`src/rtl/auto_player_pkg.sv`:
```
// Shared types, constants and helpers for the auto_player block.
package auto_player_pkg;

    typedef enum logic [2:0] {
        IDLE    = 3'd0,
        NEWGAME = 3'd1,
        WAIT_C  = 3'd2,
        PICK    = 3'd3,
        ENTER   = 3'd4,
        RELEASE = 3'd5,
        DONE    = 3'd6
    } ap_state_t;

    localparam logic [3:0] NUM_MAX    = 4'd9;
    localparam logic [4:0] TARGET_SUM = 5'd15;
    localparam logic [8:0] ALL_TAKEN  = 9'h1FF;

    // One-hot mask for a board number 1..9; anything else maps to zero.
    function automatic logic [8:0] num_mask(input logic [3:0] num);
        logic [8:0] m;
        if ((num >= 4'd1) && (num <= NUM_MAX)) begin
            m = 9'd1 << (num - 4'd1);
        end else begin
            m = 9'd0;
        end
        return m;
    endfunction

endpackage

```
`src/rtl/move_chooser.sv`:
```
// Combinational move selection for the auto player.
// Build option: AUTO_PLAYER_STRATEGY_EN enables win/block/centre priority;
// without it the lowest free number is always chosen.
module move_chooser
    import auto_player_pkg::*;
(
    input  logic [8:0] hTaken,
    input  logic [8:0] cTaken,
    output logic [3:0] pick
);

    logic [8:0] free_s;

    assign free_s = ~(hTaken | cTaken);

    // Lowest-numbered member of a 9-bit number set, zero when empty.
    function automatic logic [3:0] lowest_num(input logic [8:0] v);
        logic [3:0] num;
        logic       found;
        num   = 4'd0;
        found = 1'b0;
        for (int n = 1; n <= int'(NUM_MAX); n++) begin
            if (!found && ((v & num_mask(4'(n))) != 9'd0)) begin
                num   = 4'(n);
                found = 1'b1;
            end else begin
                num   = num;
            end
        end
        return num;
    endfunction

`ifdef AUTO_PLAYER_STRATEGY_EN
    // Free numbers n that finish a pair a+b+n=15 held by the owner.
    function automatic logic [8:0] pair_hits(input logic [8:0] owned, input logic [8:0] fr);
        logic [8:0] hits;
        hits = 9'd0;
        for (int n = 1; n <= int'(NUM_MAX); n++) begin
            for (int a = 1; a <= int'(NUM_MAX); a++) begin
                for (int b = a + 1; b <= int'(NUM_MAX); b++) begin
                    if (((a + b + n) == int'(TARGET_SUM)) &&
                        ((owned & num_mask(4'(a))) != 9'd0) &&
                        ((owned & num_mask(4'(b))) != 9'd0) &&
                        ((fr & num_mask(4'(n))) != 9'd0)) begin
                        hits = hits | num_mask(4'(n));
                    end else begin
                        hits = hits;
                    end
                end
            end
        end
        return hits;
    endfunction

    logic [8:0] win_s;
    logic [8:0] block_s;

    assign win_s   = pair_hits(hTaken, free_s);
    assign block_s = pair_hits(cTaken, free_s);

    // Priority: own win, block engine, centre, then lowest free.
    always_comb begin
        pick = 4'd0;
        if (win_s != 9'd0) begin
            pick = lowest_num(win_s);
        end else if (block_s != 9'd0) begin
            pick = lowest_num(block_s);
        end else if (free_s[4]) begin
            pick = 4'd5;
        end else begin
            pick = lowest_num(free_s);
        end
    end
`else
    // Baseline: lowest free number.
    always_comb begin
        pick = lowest_num(free_s);
    end
`endif

endmodule

```
`src/rtl/auto_player.sv`:
```
// Autonomous human-side player for the sum-to-15 engine.
// Build option: AUTO_PLAYER_STRATEGY_EN (see move_chooser) selects the
// strategic chooser; timing is the same either way.
module auto_player
    import auto_player_pkg::*;
#(
    parameter int ENTER_CYCLES = 2,
    parameter int TIMEOUT      = 64
) (
    input  logic       clock,
    input  logic       reset,
    input  logic       start,
    input  logic [3:0] cMove,
    input  logic       win,
    output logic [3:0] hMove,
    output logic       enter_L,
    output logic       newGame_L,
    output logic       busy,
    output logic       done,
    output logic       error,
    output logic [8:0] hTaken,
    output logic [8:0] cTaken
);

    localparam int               TMO_W      = $clog2(TIMEOUT + 1);
    localparam logic [TMO_W-1:0] TMO_LAST   = TMO_W'(TIMEOUT - 1);
    localparam logic [3:0]       ENTER_LAST = 4'(ENTER_CYCLES - 1);

    ap_state_t        state_r, state_s;
    logic [3:0]       enter_cnt_r, enter_cnt_s;
    logic [TMO_W-1:0] tmo_cnt_r, tmo_cnt_s;
    logic [3:0]       hmove_r, hmove_s, pick_s;
    logic             enter_l_r, newgame_l_r, busy_r, done_r;
    logic             error_r, error_s;
    logic [8:0]       htaken_r, htaken_s, ctaken_r, ctaken_s;
    logic [8:0]       cmove_mask_s;
    logic             new_move_s;

    move_chooser u_chooser (
        .hTaken (htaken_r),
        .cTaken (ctaken_r),
        .pick   (pick_s)
    );

    // A valid engine number not yet recorded counts as a fresh move.
    assign cmove_mask_s = num_mask(cMove);
    assign new_move_s   = (cmove_mask_s != 9'd0) && ((cmove_mask_s & ctaken_r) == 9'd0);

    // Next-state and next-value logic for the game sequencer.
    always_comb begin
        state_s     = state_r;
        enter_cnt_s = enter_cnt_r;
        tmo_cnt_s   = tmo_cnt_r;
        hmove_s     = hmove_r;
        error_s     = error_r;
        htaken_s    = htaken_r;
        ctaken_s    = ctaken_r;
        case (state_r)
            IDLE, DONE: begin
                if (start) begin
                    htaken_s = 9'd0;
                    ctaken_s = 9'd0;
                    error_s  = 1'b0;
                    state_s  = NEWGAME;
                end else begin
                    state_s  = state_r;
                end
            end
            NEWGAME: begin
                tmo_cnt_s = '0;
                state_s   = WAIT_C;
            end
            WAIT_C: begin
                if (new_move_s) begin
                    ctaken_s = ctaken_r | cmove_mask_s;
                    if ((cmove_mask_s & htaken_r) != 9'd0) begin
                        error_s = 1'b1;
                        state_s = DONE;
                    end else if (win || ((ctaken_s | htaken_r) == ALL_TAKEN)) begin
                        state_s = DONE;
                    end else begin
                        state_s = PICK;
                    end
                end else if (win) begin
                    state_s = DONE;
                end else if (tmo_cnt_r == TMO_LAST) begin
                    error_s = 1'b1;
                    state_s = DONE;
                end else begin
                    tmo_cnt_s = tmo_cnt_r + 1'b1;
                end
            end
            PICK: begin
                hmove_s     = pick_s;
                htaken_s    = htaken_r | num_mask(pick_s);
                enter_cnt_s = 4'd0;
                state_s     = ENTER;
            end
            ENTER: begin
                if (enter_cnt_r == ENTER_LAST) begin
                    state_s = RELEASE;
                end else begin
                    enter_cnt_s = enter_cnt_r + 4'd1;
                end
            end
            RELEASE: begin
                if (win || ((ctaken_r | htaken_r) == ALL_TAKEN)) begin
                    state_s = DONE;
                end else begin
                    tmo_cnt_s = '0;
                    state_s   = WAIT_C;
                end
            end
            default: begin
                state_s = IDLE;
            end
        endcase
    end

    // State, counters, taken sets and registered strobes.
    always_ff @(posedge clock or posedge reset) begin
        if (reset) begin
            state_r     <= IDLE;
            enter_cnt_r <= 4'd0;
            tmo_cnt_r   <= '0;
            hmove_r     <= 4'd0;
            error_r     <= 1'b0;
            htaken_r    <= 9'd0;
            ctaken_r    <= 9'd0;
            enter_l_r   <= 1'b1;
            newgame_l_r <= 1'b1;
            busy_r      <= 1'b0;
            done_r      <= 1'b0;
        end else begin
            state_r     <= state_s;
            enter_cnt_r <= enter_cnt_s;
            tmo_cnt_r   <= tmo_cnt_s;
            hmove_r     <= hmove_s;
            error_r     <= error_s;
            htaken_r    <= htaken_s;
            ctaken_r    <= ctaken_s;
            enter_l_r   <= (state_s != ENTER);
            newgame_l_r <= (state_s != NEWGAME);
            busy_r      <= (state_s != IDLE) && (state_s != DONE);
            done_r      <= (state_s == DONE);
        end
    end

    assign hMove     = hmove_r;
    assign enter_L   = enter_l_r;
    assign newGame_L = newgame_l_r;
    assign busy      = busy_r;
    assign done      = done_r;
    assign error     = error_r;
    assign hTaken    = htaken_r;
    assign cTaken    = ctaken_r;

endmodule
```
`config.mk`:
```
export PLATFORM = sky130hd
export DESIGN_NAME = auto_player
export DESIGN_NICKNAME = d
export VERILOG_FILES = /design/src/rtl/auto_player_pkg.sv /design/src/rtl/move_chooser.sv /design/src/rtl/auto_player.sv
export SDC_FILE = /design/constraint.sdc
export NUM_CORES = 1
export LEC_CHECK = 0
export BUFFER_PORTS_ARGS = -buffer_cell sky130_fd_sc_hd__buf_2
export CAP_MARGIN = 30
export CORE_ASPECT_RATIO = 0.75
export CORE_UTILIZATION = 35
export DETAILED_ROUTE_END_ITERATION = 8
export HOLD_SLACK_MARGIN = 0.02
export SKIP_LAST_GASP = 1
export SLEW_MARGIN = 25
export SYNTH_ARGS = -nofsm -noshare
export SYNTH_HDL_FRONTEND = slang
export SYNTH_HIERARCHICAL = 1
export SYNTH_SLANG_ARGS = --single-unit
```
`constraint.sdc`:
```
create_clock -name clock -period 3.35 [get_ports clock]
set_input_delay 0.67 -clock clock [delete_from_list [all_inputs] [get_ports clock]]
set_output_delay 0.67 -clock clock [all_outputs]
set_load 0.05 [all_outputs]
```
==> results of run 1 <==
==> layout make-up <==
| class | instances | area share |
|---|---|---|
| Tap cell | 98 | 0.04188 |
| Timing Repair Buffer | 39 | 0.07094 |
| Inverter | 12 | 0.01538 |
| Multi-Input combinational cell | 222 | 0.4910 |
| Clock buffer | 5 | 0.02350 |
| Sequential cell | 41 | 0.3513 |
| Clock inverter | 3 | 0.005983 |
==> power breakdown <==
group          switching (W)  internal [W]
Clock               0.000183      0.000144
Sequential          0.000239      0.000636
Combinational       0.000812      0.000334
Total                0.00123       0.00111
==> critical path, delay by kind of cell <==
family / cells / cell delay [ps]
AOI/OAI and AO/OA: 4 / 970
buffers and inverters: 1 / 240
adders and majority gates: 1 / 450
and+or+nand+nor: 2 / 340
muxes: 1 / 410
==> metrics by stage <==
stage / hold WS [ps] / area, um^2 / worst slack, ps / total power, W / cells
floorplan: 495.3 / 2567 / 245.8 / 0.001718 / 288
global placement: 464.2 / 2841 / 254.3 / 0.002002 / 412
detailed placement: 467.1 / 2841 / 190.4 / 0.002020 / 412
CTS: 499.0 / 2928 / 490.4 / 0.002352 / 420
global route: 520.8 / 2928 / 283.5 / 0.002512 / 420
finish: 476.0 / 2928 / 447.3 / 0.002347 / 420
==> path summary, 6_finish.rpt <==
path	from	end	slack [ps]
min in group clock	hMove[3]	hMove[3]	490
min reg2reg	hMove[3]	hMove[3]	490
max in group asynchronous	reset	enter_L	2500
max reg2reg	hTaken[4]	hTaken[8]	1010
max	cMove[1]	state_r[2]	450
min	reset	enter_cnt_r[2]	480
==> state kept, by name, summed over array words and instances, names as in the netlist <==
| name | flops |
|---|---|
| busy | 1 |
| cTaken | 9 |
| done | 1 |
| enter_L | 1 |
| enter_cnt_r | 4 |
| error | 1 |
| hMove | 4 |
| hTaken | 9 |
| newGame_L | 1 |
| state_r | 3 |
| tmo_cnt_r | 7 |
==> cells in the mapped netlist (3+ instances only) <==
cell      number  area, um^2
nand3b_1       3       22.52
nor2b_1        4       25.02
nand2_1       20       75.07
a41oi_1        3       26.28
and2_1         3       18.77
o21ai_0       14       70.07
dfrtp_1       39       975.9
inv_1         11       41.29
a21oi_1       14       70.07
buf_2          6       30.03
xor2_1         3       26.28
and3_1         5       31.28
nor2_1        42       157.7
o22ai_1        8       50.05
a21o_1         3       22.52
ha_1           7       87.58
a31oi_1        5       31.28
nor3_1        10       50.05
a211o_1        4       35.03
nand3_1       11       55.05
a22o_1         5       43.79
or3_1          3       18.77
or2_2          3       18.77
nor3b_1        3       22.52
a32o_1         3       30.03
clkbuf_1       6       22.52
nor4_1         3       18.77
o31ai_1        4       30.03
==> cells by family after synthesis <==
kind of cell             after synthesis  synth area share
adder cells (fa/ha/maj)                7           0.03411
XOR/XNOR                               4           0.01365
AO/OA/AOI/OAI                         82            0.2427
AND/OR/NAND/NOR                      125            0.2529
buffers and inverters                 25           0.03947
flip-flops                            41            0.4006
multiplexers                           4           0.01657
==> per-layer routing <==
metal  part of all wire  wire (um)
met1               0.48       3272
met4             0.0076         52
met2               0.42       2875
met3              0.089        604
met5                  0          0
==> impl_metrics.env, run 1 <==
export IMPL_cap_violations=0
export IMPL_final_common_cell="nor2_1"
export IMPL_num_rows=26
export IMPL_clock_path_buffers=2
export IMPL_synth_warnings=6
export IMPL_die_w_um=100.9
export IMPL_syn_area_per_cell_um2=8.915
export IMPL_skew_ps=5.380
export IMPL_slew_violations=0
export IMPL_hp_class="input pin to asynchronous set/reset pin"
export IMPL_grt_pass1_wl_um=11330
export IMPL_overflow=0
export IMPL_synth_cell_area_um2=2567
export IMPL_fp_dieH_um=76.18
export IMPL_core_area_um2=6962
export IMPL_startpoint_type="input pin"
export IMPL_io_buffers=34
export IMPL_routed_wl_um=6803
export IMPL_cts_tree="yes"
export IMPL_relSlewSlack=0.6185
export IMPL_drive_above_1_share=0.1988
export IMPL_start_util=0.3688
export IMPL_cpPeakStageDelay_ps=450
export IMPL_met2_usage=0.2589
export IMPL_netlist_instances=288
export IMPL_regArea_um2=1028
export IMPL_grt_pass1_vias=2234
export IMPL_multi_input_comb_area_um2=1438
export IMPL_period_share=0.8665
export IMPL_drc_errors=0
export IMPL_post_cts_resized=0
export IMPL_gp_congestion=0.8739
export IMPL_drtAntennaViolNets=0
export IMPL_period_needed_ps=2903
export IMPL_track_usage=0.1892
export IMPL_clock_sinks=41
export IMPL_cts_max_level=2
export IMPL_io_pin_count=35
export IMPL_peakVddDrop_uv=396.6
export IMPL_wl_per_cell_um=16.20
export IMPL_clkLatencyLatePin_ps=300
export IMPL_fmax_mhz=344.5
export IMPL_met3_usage=0.04679
export IMPL_fin_util=0.4206
export IMPL_cts_buffers=5
export IMPL_hold_violations=0
export IMPL_worst_slew_pin_slew_ps=572.2
export IMPL_hold_buffers=0
export IMPL_status="completed"
export IMPL_end_kind="flip-flop"
export IMPL_grt_max_degree=42
export IMPL_ff2ff_path_depth=7
export IMPL_clk_pin_slew_worst_paths_ps=80
export IMPL_ys_seq_area_frac=0.4006
export IMPL_antenna_cells=0
export IMPL_leakage_nw=1.338
export IMPL_antenna_found_initial=0
export IMPL_grt_setup_unrepaired="false"
export IMPL_crit_path_cell_trace="buf_2 -> nor2_1 -> ha_1 -> mux2i_1 -> o2bb2ai_4 -> a2111o_1 -> nor4_2 -> a211oi_2 -> a211o_1"
export IMPL_vias=2413
export IMPL_area_delta_synth_final_pct=14.04
export IMPL_die_area_um2=7686
export IMPL_synth_cell_types=62
export IMPL_vias_per_cell=5.745
export IMPL_crit_arrival_ps=3080
export IMPL_drtIter0Drc=175
export IMPL_root_buffer="clkbuf_8"
export IMPL_dp_hpwl_um=4974
export IMPL_worstSetupPathType="input pin to flip-flop"
export IMPL_required_ps=3530
export IMPL_top_usage_layer="met1"
export IMPL_final_cell_mix="42 x nor2_1, 39 x dfrtp_1, 34 x buf_2"
export IMPL_dominantRegCellSynth="dfrtp_1"
export IMPL_final_setup_tns_ps=0
export IMPL_nFillCells=736
export IMPL_setup_viol=0
export IMPL_synth_edff_count=0
export IMPL_cp_slowest_cell="ha_1"
export IMPL_ys_ff_latch=41
export IMPL_power_density_nw_per_um2=801.7
export IMPL_path_max_fanout=16
export IMPL_nets=336
export IMPL_post_cts_buffers=0
export IMPL_async_flop_share=1.000
export IMPL_grt_use_met1=0.2914
export IMPL_drt_pass1_iterations=4
export IMPL_syn_num_nets=303
Note: power is estimated with default switching activity, not from simulation.
==> inputs of run 2 (changes only) <==
--- a/config.mk
+++ b/config.mk
@@ -8,6 +8,7 @@
 export BUFFER_PORTS_ARGS = -buffer_cell sky130_fd_sc_hd__buf_2
 export CAP_MARGIN = 30
 export CORE_ASPECT_RATIO = 0.75
+export CORE_MARGIN = 4
 export CORE_UTILIZATION = 35
 export DETAILED_ROUTE_END_ITERATION = 8
 export HOLD_SLACK_MARGIN = 0.02
==> run 2 against run 1 <==
Final cell count grew 0.95%. Combinational power is essentially flat. Largest cell class unchanged. Highest routed layer unchanged. Register-to-register slack better by 60 ps. Final area is 2.1% higher. Largest power group unchanged.
==> impl_metrics.env, run 2 (synthesis gave the netlist of run 1 again) <==
export IMPL_cap_violations=0
export IMPL_grt_pass1_wl_um=11780
export IMPL_period_needed_ps=2757
export IMPL_die_w_um=106.9
export IMPL_crit_path_cell_trace="buf_2 -> inv_1 -> ha_1 -> buf_4 -> mux2i_1 -> o2bb2ai_1 -> a2111oi_2 -> a211o_1 -> or4_1 -> a21oi_1"
export IMPL_vias_per_cell=5.738
export IMPL_cts_max_level=2
export IMPL_leakage_nw=1.371
export IMPL_num_rows=26
export IMPL_end_kind="flip-flop"
export IMPL_drive_above_1_share=0.2086
export IMPL_hold_slack_ps=451.7
export IMPL_gp_congestion=0.9391
export IMPL_clkLatencyLatePin_ps=280
export IMPL_final_cell_mix="42 x nor2_1, 39 x dfrtp_1, 34 x buf_2"
export IMPL_cpLargestDelayFamily="compound AO/OA/AOI/OAI gates"
export IMPL_status="completed"
export IMPL_worst_path_buf_inv=3
export IMPL_final_common_cell="nor2_1"
export IMPL_die_area_um2=8784
export IMPL_hold_buffers=0
export IMPL_wl_per_cell_um=16.44
export IMPL_period_share=0.8229
export IMPL_vias=2433
export IMPL_start_util=0.3688
export IMPL_grt_setup_unrepaired="false"
export IMPL_required_ps=3560
export IMPL_fin_cells=424
export IMPL_final_setup_tns_ps=0
export IMPL_overflow=0
export IMPL_area_delta_synth_final_pct=16.37
export IMPL_clk_pin_slew_worst_paths_ps=80
export IMPL_cts_buffers=5
export IMPL_grt_pass1_vias=2255
export IMPL_setup_viol=0
export IMPL_clock_path_buffers=2
export IMPL_grt_max_degree=30
export IMPL_power_density_nw_per_um2=819.7
export IMPL_worst_slew_pin_slew_ps=612.1
export IMPL_core_area_um2=6962
export IMPL_post_cts_resized=0
export IMPL_fp_dieH_um=82.18
export IMPL_dp_cells=416
export IMPL_drtIter0Drc=138
export IMPL_design_area_um2=2988
export IMPL_io_buffers=34
export IMPL_post_cts_buffers=0
export IMPL_drc_errors=0
export IMPL_slew_violations=0
export IMPL_hold_violations=0
export IMPL_nets=340
export IMPL_drt_pass1_iterations=5
export IMPL_cp_slowest_cell="or4_1"
export IMPL_hp_class="input pin to asynchronous set/reset pin"
export IMPL_drtAntennaViolNets=0
export IMPL_track_usage=0.1685
export IMPL_startpoint_type="input pin"
export IMPL_antenna_found_initial=0
export IMPL_root_buffer="clkbuf_8"
export IMPL_fmax_mhz=362.7
export IMPL_path_max_fanout=13
export IMPL_cts_tree="yes"
export IMPL_dp_hpwl_um=5264
export IMPL_placed_area_um2=2872
export IMPL_cpPeakStageDelay_ps=510
export IMPL_routed_wl_um=6971
export IMPL_relSlewSlack=0.5913
export IMPL_io_pin_count=35
export IMPL_worstSetupPathType="input pin to flip-flop"
export IMPL_skew_ps=4.091
export IMPL_clock_sinks=41
export IMPL_crit_arrival_ps=2970
export IMPL_peakVddDrop_uv=409.1
export IMPL_antenna_cells=0
## run 2: cell count changes in the layout (fill, tap and decap cells not counted)
cell        before  now
inv_1           11   10
inv_2            0    1
clkbuf_8         5    6
clkinv_2         2    0
clkinvlp_4       1    0
clkbuf_1         0    1
buf_4            5    9
bufinv_16        0    1
## run 2: stage by stage
stage	total power [W]	utilization	setup WS, ps
after floorplan	0.001718	-	245.8
after global placement	0.002028	0.4125	393.3
after detailed placement	0.002039	0.4125	324.8
after CTS	0.002459	0.4292	620.5
after global routing	0.002632	0.4292	378.9
final	0.002449	0.4292	593.1
## run 2: routing by layer
metal / share of wire / global-route usage / wire (um) / vias up
met3: 0.10 / 0.04584 / 707 / 2
met1: 0.49 / 0.2568 / 3411 / 1180
met2: 0.41 / 0.2406 / 2828 / 104
met4: 0.0034 / 0.02682 / 24 / 0
li1: - / - / - / 1147
met5: 0 / 0 / 0 / -
## run 2: path summary, 6_finish.rpt
kind / from / to / slack, ps / depth (start not counted)
hold reg to reg: hMove[3] / hMove[3] / 480 / 2
hold / removal: reset / hMove[1] / 450 / 2
setup / recovery: cMove[2] / tmo_cnt_r[5] / 590 / 10
max in group asynchronous: reset / cTaken[0] / 2280 / 3
setup reg to reg: hTaken[4] / hTaken[8] / 1070 / 7
min in group clock: hMove[3] / hMove[3] / 480 / 2
## run 2: final cells by class
class | count | area (um^2)
well taps | 98 | 122.6
repair buffers | 43 | 237.7
flip-flops and latches | 41 | 1028
inverters | 12 | 45.04
fillers | 731 | 3974
clock buffers | 7 | 86.33
multi-input cells | 222 | 1438
clock inverters | 1 | 30.03
## run 2: report_power, final
| part | switching [W] | leakage [nW] | internal [W] | total (W) |
|---|---|---|---|---|
| clock | 0.000167 | 0.0585 | 0.000243 | 0.000410 |
| combinational | 0.000818 | 0.765 | 0.000343 | 0.00116 |
| sequential | 0.000241 | 0.547 | 0.000637 | 0.000877 |
